--- config.mk ---
export PLATFORM = sky130hd
export DESIGN_NAME = alu_arbiter
export DESIGN_NICKNAME = d
export VERILOG_FILES = /design/src/rtl/alu_arbiter.sv
export SDC_FILE = /design/constraint.sdc
export NUM_CORES = 1
export LEC_CHECK = 0
export ABC_CLOCK_PERIOD_IN_PS = 1800
export CORE_ASPECT_RATIO = 1.1
export CORE_UTILIZATION = 30
export DETAILED_ROUTE_END_ITERATION = 16
export GPL_TIMING_DRIVEN = 0
export HOLD_SLACK_MARGIN = 0.05
export PLACE_DENSITY = 0.77
export SYNTH_ARGS = -nofsm -noshare
export SYNTH_HDL_FRONTEND = slang
export SYNTH_SLANG_ARGS = --single-unit
export TNS_END_PERCENT = 20
--- constraint.sdc ---
create_clock -name Clk -period 1.8 [get_ports Clk]
set_clock_uncertainty 0.2 [all_clocks]
set_input_delay 0.18 -clock Clk [delete_from_list [all_inputs] [get_ports Clk]]
set_output_delay 0.18 -clock Clk [all_outputs]
set_load 0.02 [all_outputs]
--- src/rtl/alu_arbiter.sv ---
// Two-requester round-robin front end for a shared combinational ALU.
// One operation is in flight at a time: IDLE grants, EXEC samples the ALU, RESP holds the result.
module alu_arbiter #(
  parameter int W = 8
) (
  input  logic         Clk,
  input  logic         Reset_n,
  input  logic         ReqValid0,
  input  logic         ReqValid1,
  input  logic [W-1:0] ReqA0,
  input  logic [W-1:0] ReqB0,
  input  logic [W-1:0] ReqA1,
  input  logic [W-1:0] ReqB1,
  input  logic [3:0]   ReqOp0,
  input  logic [3:0]   ReqOp1,
  output logic         ReqReady0,
  output logic         ReqReady1,
  output logic [W-1:0] AluA,
  output logic [W-1:0] AluB,
  output logic [3:0]   AluOp,
  input  logic [W-1:0] AluOut,
  output logic         RspValid,
  output logic         RspId,
  output logic [W-1:0] RspOut,
  output logic         RspZero,
  output logic         RspParity,
  output logic         RspErr,
  input  logic         RspReady
);

  localparam logic [3:0] OP_ADD = 4'd0;
  localparam logic [3:0] OP_AND = 4'd2;
  localparam logic [3:0] OP_OR0 = 4'd3;
  localparam logic [3:0] OP_XOR = 4'd4;
  localparam logic [3:0] OP_BNE = 4'd5;
  localparam logic [3:0] OP_SLL = 4'd6;
  localparam logic [3:0] OP_SRL = 4'd7;

  typedef enum logic [1:0] {IDLE, EXEC, RESP} state_t;

  state_t         state;
  state_t         state_nxt;
  logic           grant;
  logic           grant_id;
  logic           last_id;
  logic [W-1:0]   a_sel;
  logic [W-1:0]   b_sel;
  logic [3:0]     op_sel;

  logic [W-1:0]   a_p0;
  logic [W-1:0]   b_p0;
  logic [3:0]     op_p0;
  logic           id_p0;

  logic [W-1:0]   out_p1;
  logic           zero_p1;
  logic           parity_p1;
  logic           err_p1;

  function automatic logic op_supported(input logic [3:0] op);
    case (op)
      OP_ADD, OP_AND, OP_OR0, OP_XOR, OP_BNE, OP_SLL, OP_SRL: op_supported = 1'b1;
      default:                                              op_supported = 1'b0;
    endcase
  endfunction

  // Unsupported opcodes force a clean zero result so AluOut garbage never leaks out.
  function automatic logic [W-1:0] clean_result(input logic [W-1:0] res, input logic ok);
    clean_result = ok ? res : '0;
  endfunction

  function automatic logic parity_of(input logic [W-1:0] val);
    parity_of = ^val;
  endfunction

  always_comb begin
    state_nxt = state;
    grant     = 1'b0;
    grant_id  = 1'b0;
    case (state)
      IDLE: begin
        // Reset_n gates the grant so nothing is accepted while reset is held.
        if (Reset_n && (ReqValid0 || ReqValid1)) begin
          grant     = 1'b1;
          grant_id  = (ReqValid0 && ReqValid1) ? ~last_id : ReqValid1;
          state_nxt = EXEC;
        end
      end
      EXEC:    state_nxt = RESP;
      RESP:    if (RspReady) state_nxt = IDLE;
      default: state_nxt = IDLE;
    endcase
  end

  always_comb begin
    a_sel  = grant_id ? ReqA1  : ReqA0;
    b_sel  = grant_id ? ReqB1  : ReqB0;
    op_sel = grant_id ? ReqOp1 : ReqOp0;
  end

  assign ReqReady0 = grant & ~grant_id;
  assign ReqReady1 = grant &  grant_id;

  always_ff @(posedge Clk or negedge Reset_n) begin
    if (!Reset_n) begin
      state   <= IDLE;
      last_id <= 1'b1;
    end else begin
      state <= state_nxt;
      if (state == RESP && RspReady) last_id <= id_p0;
    end
  end

  // Stage p0: operand capture at grant.
  always_ff @(posedge Clk or negedge Reset_n) begin
    if (!Reset_n) begin
      a_p0  <= '0;
      b_p0  <= '0;
      op_p0 <= '0;
      id_p0 <= 1'b0;
    end else if (grant) begin
      a_p0  <= a_sel;
      b_p0  <= b_sel;
      op_p0 <= op_sel;
      id_p0 <= grant_id;
    end
  end

  // Stage p1: ALU result capture at end of EXEC.
  always_ff @(posedge Clk or negedge Reset_n) begin
    if (!Reset_n) begin
      out_p1    <= '0;
      zero_p1   <= 1'b1;
      parity_p1 <= 1'b0;
      err_p1    <= 1'b0;
    end else if (state == EXEC) begin
      out_p1    <= clean_result(AluOut, op_supported(op_p0));
      zero_p1   <= (clean_result(AluOut, op_supported(op_p0)) == '0);
      parity_p1 <= parity_of(clean_result(AluOut, op_supported(op_p0)));
      err_p1    <= ~op_supported(op_p0);
    end
  end

  assign AluA      = a_p0;
  assign AluB      = b_p0;
  assign AluOp     = op_p0;
  assign RspValid  = (state == RESP);
  assign RspId     = id_p0;
  assign RspOut    = out_p1;
  assign RspZero   = zero_p1;
  assign RspParity = parity_p1;
  assign RspErr    = err_p1;

endmodule

Word-level counts from Yosys, hierarchy flattened
Index checks and enable logic that the tools add are counted.
{"block": "word_totals", "register_bits": 35, "latch_bits": 0, "mem_bits_rw": 0, "rom_bits": 0, "in_bits": 53, "out_inout_bits": 35, "wordCells": 49, "memories": 0}
{"block": "op_classes", "add_sub_neg": 0, "n_mul": 0, "div": 0, "n_lt_le_gt_ge": 0, "n_eq_ne": 10, "n_shift": 0, "mux": 14, "n_bitwise": 5, "reduce_logical": 10}
{"cell": "8-bit two-way mux", "count": 3}
{"cell": "4-bit by 3-bit equality test with 1-bit output, second input constant", "count": 4}
{"cell": "4-bit by 2-bit equality test with 1-bit output, second input constant", "count": 2}
{"cell": "8-bit zero test", "count": 1}
{"cell": "8-bit XOR reduction", "count": 1}
{"cell": "1-bit two-way mux", "count": 7}
{"cell": "7-bit OR reduction", "count": 1}
{"cell": "2-bit case mux with 3 select lines", "count": 1}
{"cell": "4-bit zero test", "count": 1}
{"cell": "2-bit two-way mux", "count": 2}
{"cell": "4-bit two-way mux", "count": 1}
{"cell": "1-bit logical AND", "count": 3}
{"cell": "1-bit inverter", "count": 3}
{"cell": "1-bit AND", "count": 2}
{"cell": "2-bit by 1-bit equality test with 1-bit output, second input constant", "count": 1}
{"cell": "2-bit equality test, second input constant", "count": 1}
{"cell": "2-bit zero test", "count": 1}
{"cell": "2-bit by 1-bit != test with 1-bit output, second input constant", "count": 1}
{"cell": "2-bit != test, second input constant", "count": 1}
{"cell": "2-bit AND reduction", "count": 1}
{"cell": "1-bit logical OR", "count": 1}

Longest topological paths before layout
Gate-level depths: netlist (run 1).
{"block": "logic_depth", "ltp_word": 6, "mapped_depth": 7, "mapped_depth_nobuf": 7}

Worst setup path after synthesis (run 1)
No wires, ideal clock.
{"block": "synth_timing", "kind": "flip-flop to flip-flop", "from": "reg state[0]", "to": "reg id_p0 (netlist: RspId)", "setup_time_ps": 160, "t_arrival_ps": 1725, "required_time_ps": 1440, "setup_slack_ps": -285, "path_stages_with_launch": 6, "n_path_buf": 2, "synth_period_minus_slack_ps": 2085, "path_cell_list": "dfrtp_1 -> or3b_1 -> buf_2 -> clkbuf_1 -> nor3b_1 -> a21oi_1"}
{"block": "synth_between", "elab_chain_len": 2, "elab_cells_between_ends": 3, "cone_classes": "mux (2); reduce/logical (1)"}
{"item": "from (decl)", "line_no": "41", "source": "state_t state;"}
{"item": "from (signal assigned)", "line_no": "109", "source": "state <= state_nxt;"}
{"item": "2-bit zero test (*)", "line_no": "80", "source": "case (state)"}
{"item": "1-bit two-way mux", "line_no": "80"}
{"item": "to (signal assigned)", "line_no": "125", "source": "id_p0 <= grant_id;"}
{"item": "to (decl)", "line_no": "53", "source": "logic id_p0;"}
Mark *: on every way between the ends. The rest lies on a longest branch, timed or not.
A chain may end at the register's enable or synchronous reset.

Worst setup path in the final report (run 1)
{"block": "layout_timing", "from": "reg state[0]", "to": "out ReqReady0"}
{"block": "layout_between", "elab_chain_len": 4, "elab_cells_between_ends": 5, "cone_classes": "mux (2); bitwise (2); reduce/logical (1)"}
{"item": "2-bit zero test (*)", "line_no": "80"}
{"item": "1-bit two-way mux", "line_no": "80"}
{"item": "1-bit inverter", "line_no": "101", "source": "assign ReqReady0 = grant & ~grant_id;"}
{"item": "1-bit AND (*)", "line_no": "101"}
{"item": "to (decl)", "line_no": "16", "source": "output logic ReqReady0,"}
Marks and branches as above.

==> run summary, run 1 <==
worst slack at placement - -1.143 ns
Comb pwr share - 55.5%
Crit Reg-Reg Startpoint - state[0]
cell count after synthesis - 174
Final Max Tran Viols - 0
Sw Share - 37.93%
Vert. Die Dim - 80.93 um
NetSw - 0.001682 W
Slew @ Worst Pin - 0.4632 ns
Sequential Area - 879.6 sq um
pin count of the biggest net entering global routing - 36
synth warn - 0
Post-Synth Adder-Cell Area - 2.946%
first-pass GRT wire length - 8.004 mm
Hold WS - 0.2567 ns
vias per std cell - 4.762
Buffers on Ports - 87
XOR/XNOR Fraction of Synth Area - 1.546%
vias - 1,719
initial core utilization - 31.29%
Final #Nets - 342
# fillers - 483
I/O pin cnt - 88
R2R Path End - AluA[7]
Synth Area in Simple Gates - 20.32%
Reg power frac - 31.3%
drt initial violations - 58
router iterations before antenna repair - 4
synthesized cell area - 0.001699 sq mm
Compound-Gate Fraction of Synth Area - 17.45%
CP Class - reg -> out
fmax - 489.3 MHz
antenna viol nets, final - 0
clock power share - 13.2%
Final setup viols - 23
area of the core - 0.005430 sq mm
# diodes - 0
gpl congestion - 0.8040
Rows - 28
r2r setup slk - -0.18 ns
multi-input logic area - 805.8 sq um
H-Tree Level Count - 2
number of global-route vias before repair - 1,771
CP required - 1.42 ns
Residual DRC - 0
fin crit period - 2.044 ns
antenna violations before repair - 0
TritonCTS Sinks - 35
worst setup margin - -0.2437 ns
estimated wirelength of the detail-placed design - 3.362 mm
register area share after synthesis - 51.69%
mux cell area share after synthesis - 0.6627%
Final Cycle Share - 113.5%
PwrDens - 1471 mW/mm^2
grt ovf - 0
Final Hold Viols - 0
CTS tree - yes
DRT Wirelength - 4.970 mm
Root Driver - clkbuf_8
Clock transition at path regs - 0.07 ns
drt wl/cell - 13.77 um
worst path arrival time - 1.66 ns
Mean Syn Cell Area - 9.765 sq um
Slew headroom - 69.12%
Num CTS Buffers - 5
R2R cell count - 6
Post-Synthesis Net Count - 231
Leak - 1.334 nW
die width - 73.76 um
P&R area growth vs syn - 77.47%
Setup TNS Final - -3.838 ns
Internal - 0.002752 W
die area - 0.005969 sq mm
status - finished with violations
RSZ-0062 raised after global routing - true
origin of the worst setup path - state[0]
VDD IR max - 0.6415 mV
Unique masters post-synth - 25
Final Core Density - 55.53%
startpoint types - flop
Skew-Pair Late Insertion Delay - 0.29 ns
failing checks - setup timing
share of cells above drive strength 1 - 17.13%
All-Layer GR Usage - 17.83%
Min-Delay Path Class - in -> async
largest family of logic cells by synthesized area - simple AND/OR/NAND/NOR gates
max-cap violations - 0
number of synthesized register bits - 35
crit end category - output pin
Bufs on Longest Clock Path - 2
critical path fanouts, max - 3
[cell usage after synthesis]
cell	number	area, sq um
or3b_1	1	8.760
dfstp_2	2	52.55
nor3_1	20	100.1
mux2_2	1	11.26
or2_2	1	6.260
o21ai_0	12	60.06
buf_6	2	22.52
nand2b_1	2	12.51
a221o_1	20	200.2
buf_1	1	3.750
buf_2	1	5.000
nor2b_1	2	12.51
buf_4	2	15.01
nor2_1	1	3.750
a21oi_1	1	5.000
nand4_1	1	6.260
ha_1	4	50.05
o21bai_4	1	18.77
xnor2_1	3	26.28
nand2_1	48	180.2
a211oi_2	1	12.51
clkbuf_1	8	30.03
nor3b_1	2	15.01
dfrtp_1	33	825.8
inv_1	4	15.01
[state kept, by name, summed over array words and instances (netlist names)]
signal	count
AluA	8
AluB	8
RspOut	8
AluOp	4
state	2
RspErr	1
RspId	1
RspParity	1
RspZero	1
last_id	1
[stage by stage]
stage                     cells  total power, W  instance area, sq um
after floorplan             174        0.002587                  1730
after global placement      336        0.003560                  2695
after detailed placement    336        0.003599                  2690
after CTS                   355        0.004305                  2920
after global routing        361        0.004727                  3015
final                       361        0.004435                  3015
[layout make-up]
cell class | instances | area share [%]
buffer | 14 | 3.693
clock buffer | 7 | 2.863
clock inverter | 1 | 0.1660
inverter | 4 | 0.4979
multi-input combinational | 122 | 26.72
sequential | 35 | 29.17
tap | 75 | 3.112
timing repair buffer | 103 | 33.78
[worst max path at each step]
stage / end / cells after the start / slack, ns
2_1_floorplan: RspParity / 7 / -0.05
3_3_place_gp: ReqReady0 / 6 / -2.13
3_5_place_dp: ReqReady0 / 6 / -1.14
4_1_cts: ReqReady0 / 5 / -0.29
5_1_grt: ReqReady0 / 5 / -0.31
6_report: ReqReady0 / 5 / -0.24
[critical path: stages (launching register included)]
cell	delay, ns
dfrtp_1	0.37
or3b_1	0.38
buf_6	0.14
clkbuf_16	0.14
nor3b_4	0.20
buf_6	0.15
[layout by cell type (no fill, tap or decap), types with 2 or more instances in the layout]
cell type	synthesis	final
clkdlybuf4s50_1	0	79
nand2_1	48	48
dfrtp_1	33	32
nor3_1	20	20
a221o_1	20	20
buf_4	2	14
o21ai_0	12	11
buf_6	2	8
clkbuf_8	0	6
clkbuf_1	8	5
clkbuf_2	0	4
inv_1	4	4
dlymetal6s2s_1	0	4
ha_1	4	3
dfstp_2	2	2
nor3b_4	0	2
nor2_4	0	2
nor2b_1	2	2
nand2b_1	2	2
xnor2_2	0	2
[power by group through the flow]
stage	sequential (W)	clock [W]	combinational, W
after CTS	0.00139	0.000604	0.00231
final	0.00139	0.000586	0.00246
after detailed placement	0.00139	0	0.00221
after global routing	0.00143	0.000635	0.00266
after floorplan	0.00177	0	0.000817
after global placement	0.00139	0	0.00217
[per-layer routing]
layer / wire [um] / track usage, %
met2: 2385 / 30.00
met1: 2165 / 21.34
met4: 80 / 6.346
met3: 339 / 5.583
met5: 0 / 0
[cell families after synthesis]
kind of cell / after synthesis
buf+inv: 18
compound gates: 35
fa+ha+maj: 4
mux: 1
simple gates: 78
xor+xnor: 3
flops: 35
[timing repair]
action                                  CTS  global route
gates cloned                              1             1
resized for setup                        23            17
hold endpoints to repair                 35             0
pin swaps                                 6             7
endpoints found under the setup margin   25            27
buffers inserted                          8             5
hold buffers                              2             0
Power figures use the tool's default switching activity.
==> inputs of run 2 (changes only) <==
==> constraint.sdc (replaced) <==
create_clock -name Clk -period 1.8 [get_ports Clk]
set_clock_uncertainty 0.2 [all_clocks]
set_input_delay 0.45 -clock Clk [delete_from_list [all_inputs] [get_ports Clk]]
set_output_delay 0.45 -clock Clk [all_outputs]
set_load 0.02 [all_outputs]
==> run 2 against run 1 <==
Effect of this change:
- the flow still finishes with violations (setup timing)
- critical path depth unchanged
- critical endpoint unchanged
- sequential share of layout area increased by 0.36 points
- final cell count decreased by 0.28%
- core utilization decreased by 0.60 points
- global-route usage increased by 0.34 points
- maximum frequency decreased by 13%
- setup slack got worse by 0.31 ns
==> run summary, run 2 (same netlist as run 1, synthesis figures left out) <==
die area - 0.005969 sq mm (unchanged)
fin crit period - 2.353 ns (+0.3090 ns)
Root Driver - clkbuf_8
CP max stage delay - 0.39 ns (about the same)
Slew headroom - 71.01% (+1.9 points)
initial core utilization - 31.29% (unchanged)
Rows - 28 (unchanged)
drt initial violations - 32 (-45%)
Num CTS Buffers - 5 (unchanged)
CP Cell Sequence - or3b_1 -> buf_6 -> clkbuf_16 -> nor3b_4 -> buf_6
CTS tree - yes
fmax - 425.0 MHz (-13%)
pin count of the biggest net entering global routing - 36 (unchanged)
Final #Nets - 341 (-0.29%)
PwrDens - 1424 mW/mm^2 (-3.2%)
Leak - 1.365 nW (+2.4%)
max-cap violations - 0 (unchanged)
vias per std cell - 4.794 (+0.69%)
Slowest-stage cell, CP - or3b_1
VDD IR max - 0.7597 mV (+18%)
die width - 73.76 um (unchanged)
status - finished with violations
estimated wirelength of the detail-placed design - 3.454 mm (+2.7%)
critical path fanouts, max - 4 (+1)
P&R area growth vs syn - 75.55%
number of global-route vias before repair - 1,767 (-0.23%)
Final Core Density - 54.93% (-0.60 points)
Setup TNS Final - -7.818 ns (-3.980 ns)
commonest non-fill, non-tap cells in the layout - clkdlybuf4s50_1, nand2_1, dlygate4sd2_1
failing checks - setup timing
startpoint types - flop
Clock transition at path regs - 0.07 ns (about the same)
CP endpoint - ReqReady0
Min-Delay Path Class - reg -> reg
All-Layer GR Usage - 18.17% (+0.34 points)
CP required - 1.15 ns (-0.27 ns)
area of the core - 0.005430 sq mm (unchanged)
Final setup viols - 25 (+8.7%)
R2R Path End - AluB[3]
first-pass GRT wire length - 8.183 mm (+2.2%)
CP Class - reg -> out
Slew @ Worst Pin - 0.4349 ns (-0.02831 ns)
Residual DRC - 0 (unchanged)
cell mode on critical path - buf_6
drt wl/cell - 13.89 um (+0.92%)
origin of the worst setup path - state[1]
router iterations before antenna repair - 4 (unchanged)
grt ovf - 0 (unchanged)
R2R cell count - 7 (+1)
Bufs on Longest Clock Path - 2 (unchanged)
Final Cycle Share - 130.7% (+17 points)
DRT Wirelength - 5.002 mm (+0.64%)
Vert. Die Dim - 80.93 um (unchanged)
Final Hold Viols - 0 (unchanged)
# diodes - 0 (unchanged)
gpl congestion - 0.7947 (-1.2%)
Crit Reg-Reg Startpoint - state[1]
share of cells above drive strength 1 - 17.54% (+0.41 points)
worst setup margin - -0.5528 ns (-0.3090 ns)
most common cell after layout, fill and taps aside - clkdlybuf4s50_1
r2r setup slk - -0.33 ns (-0.15 ns)
Buffers on Ports - 87 (unchanged)
Final Max Tran Viols - 0 (unchanged)
Skew-Pair Late Insertion Delay - 0.29 ns (about the same)
RSZ-0062 raised after global routing - true
TritonCTS Sinks - 35 (unchanged)
I/O pin cnt - 88 (unchanged)
crit end category - output pin
antenna violations before repair - 0 (unchanged)
vias - 1,726 (+0.41%)
antenna viol nets, final - 0 (unchanged)
worst path arrival time - 1.70 ns (+0.04 ns)
H-Tree Level Count - 2 (unchanged)
-- run 2: changes by cell type in the layout (fill, tap and decap cells not counted), sizes merged --
| cell | delta |
|---|---|
| dlygate4sd2 | +33 |
| nor2 | -1 |
| dlymetal6s2s | -4 |
| clkdlybuf4s50 | -30 |
| clkbuf | -1 |
| bufinv | +1 |
| buf | +1 |
-- run 2: timing repair --
action,CTS,global route
resized for setup,72,3
setup buffers,6,6
pin swaps,4,2
setup endpoints to repair,58,26
cloned,1,1
hold endpoints to repair,35,0
hold buffers,2,0
-- run 2: power by group --
group,internal [W],switching (W),total (W)
logic,0.00101,0.00111,0.00213
clock network,0.000448,0.000290,0.000738
registers,0.00115,0.000234,0.00138
-- run 2: worst min path at each step --
stage / start / end / slack [ns] / cells past startpoint
2_1_floorplan: Reset_n / AluA[0] / -0.05 / 0
3_3_place_gp: RspErr / RspErr / 0.26 / 2
3_5_place_dp: RspErr / RspErr / 0.27 / 2
4_1_cts: RspOut[7] / RspOut[7] / 0.28 / 2
5_1_grt: RspOut[7] / RspOut[7] / 0.31 / 2
6_report: RspErr / RspErr / 0.27 / 2
-- run 2: cell type report --
type,instances,area (sq um)
Clock buffer,6,82.58
Multi-Input combinational cell,121,777.0
Inverter,4,15.01
Timing Repair Buffer,103,982.2
Clock inverter,2,35.03
Tap cell,75,93.84
Fill cell,491,2447
Buffer,14,116.4
Sequential cell,35,880.8
-- run 2: worst max-delay path, delay by kind of cell (launching register included) --
kind / cells / cell delay, ns
buffers and inverters: 3 / 0.44
flip-flops: 1 / 0.38
AND/OR/NAND/NOR: 2 / 0.59
-- run 2: through the flow --
stage / instance area (sq um) / power, W / instances / setup slack, ns / hold slack (ns)
after floorplan: 1740 / 0.002596 / 174 / -0.2275 / -0.04559
after global placement: 2705 / 0.003570 / 336 / -2.585 / 0.2621
after detailed placement: 2700 / 0.003604 / 336 / -1.601 / 0.2700
after CTS: 2930 / 0.004237 / 353 / -0.5558 / 0.2822
after global routing: 2983 / 0.004529 / 360 / -0.5927 / 0.3086
final: 2983 / 0.004247 / 360 / -0.5528 / 0.2717
-- run 2: layer usage --
layer / part of all wire (%) / GRT usage (%)
met1: 42 / 20.48
met2: 51 / 32.39
met3: 6.3 / 5.955
met4: 1.1 / 5.385
met5: 0 / 0
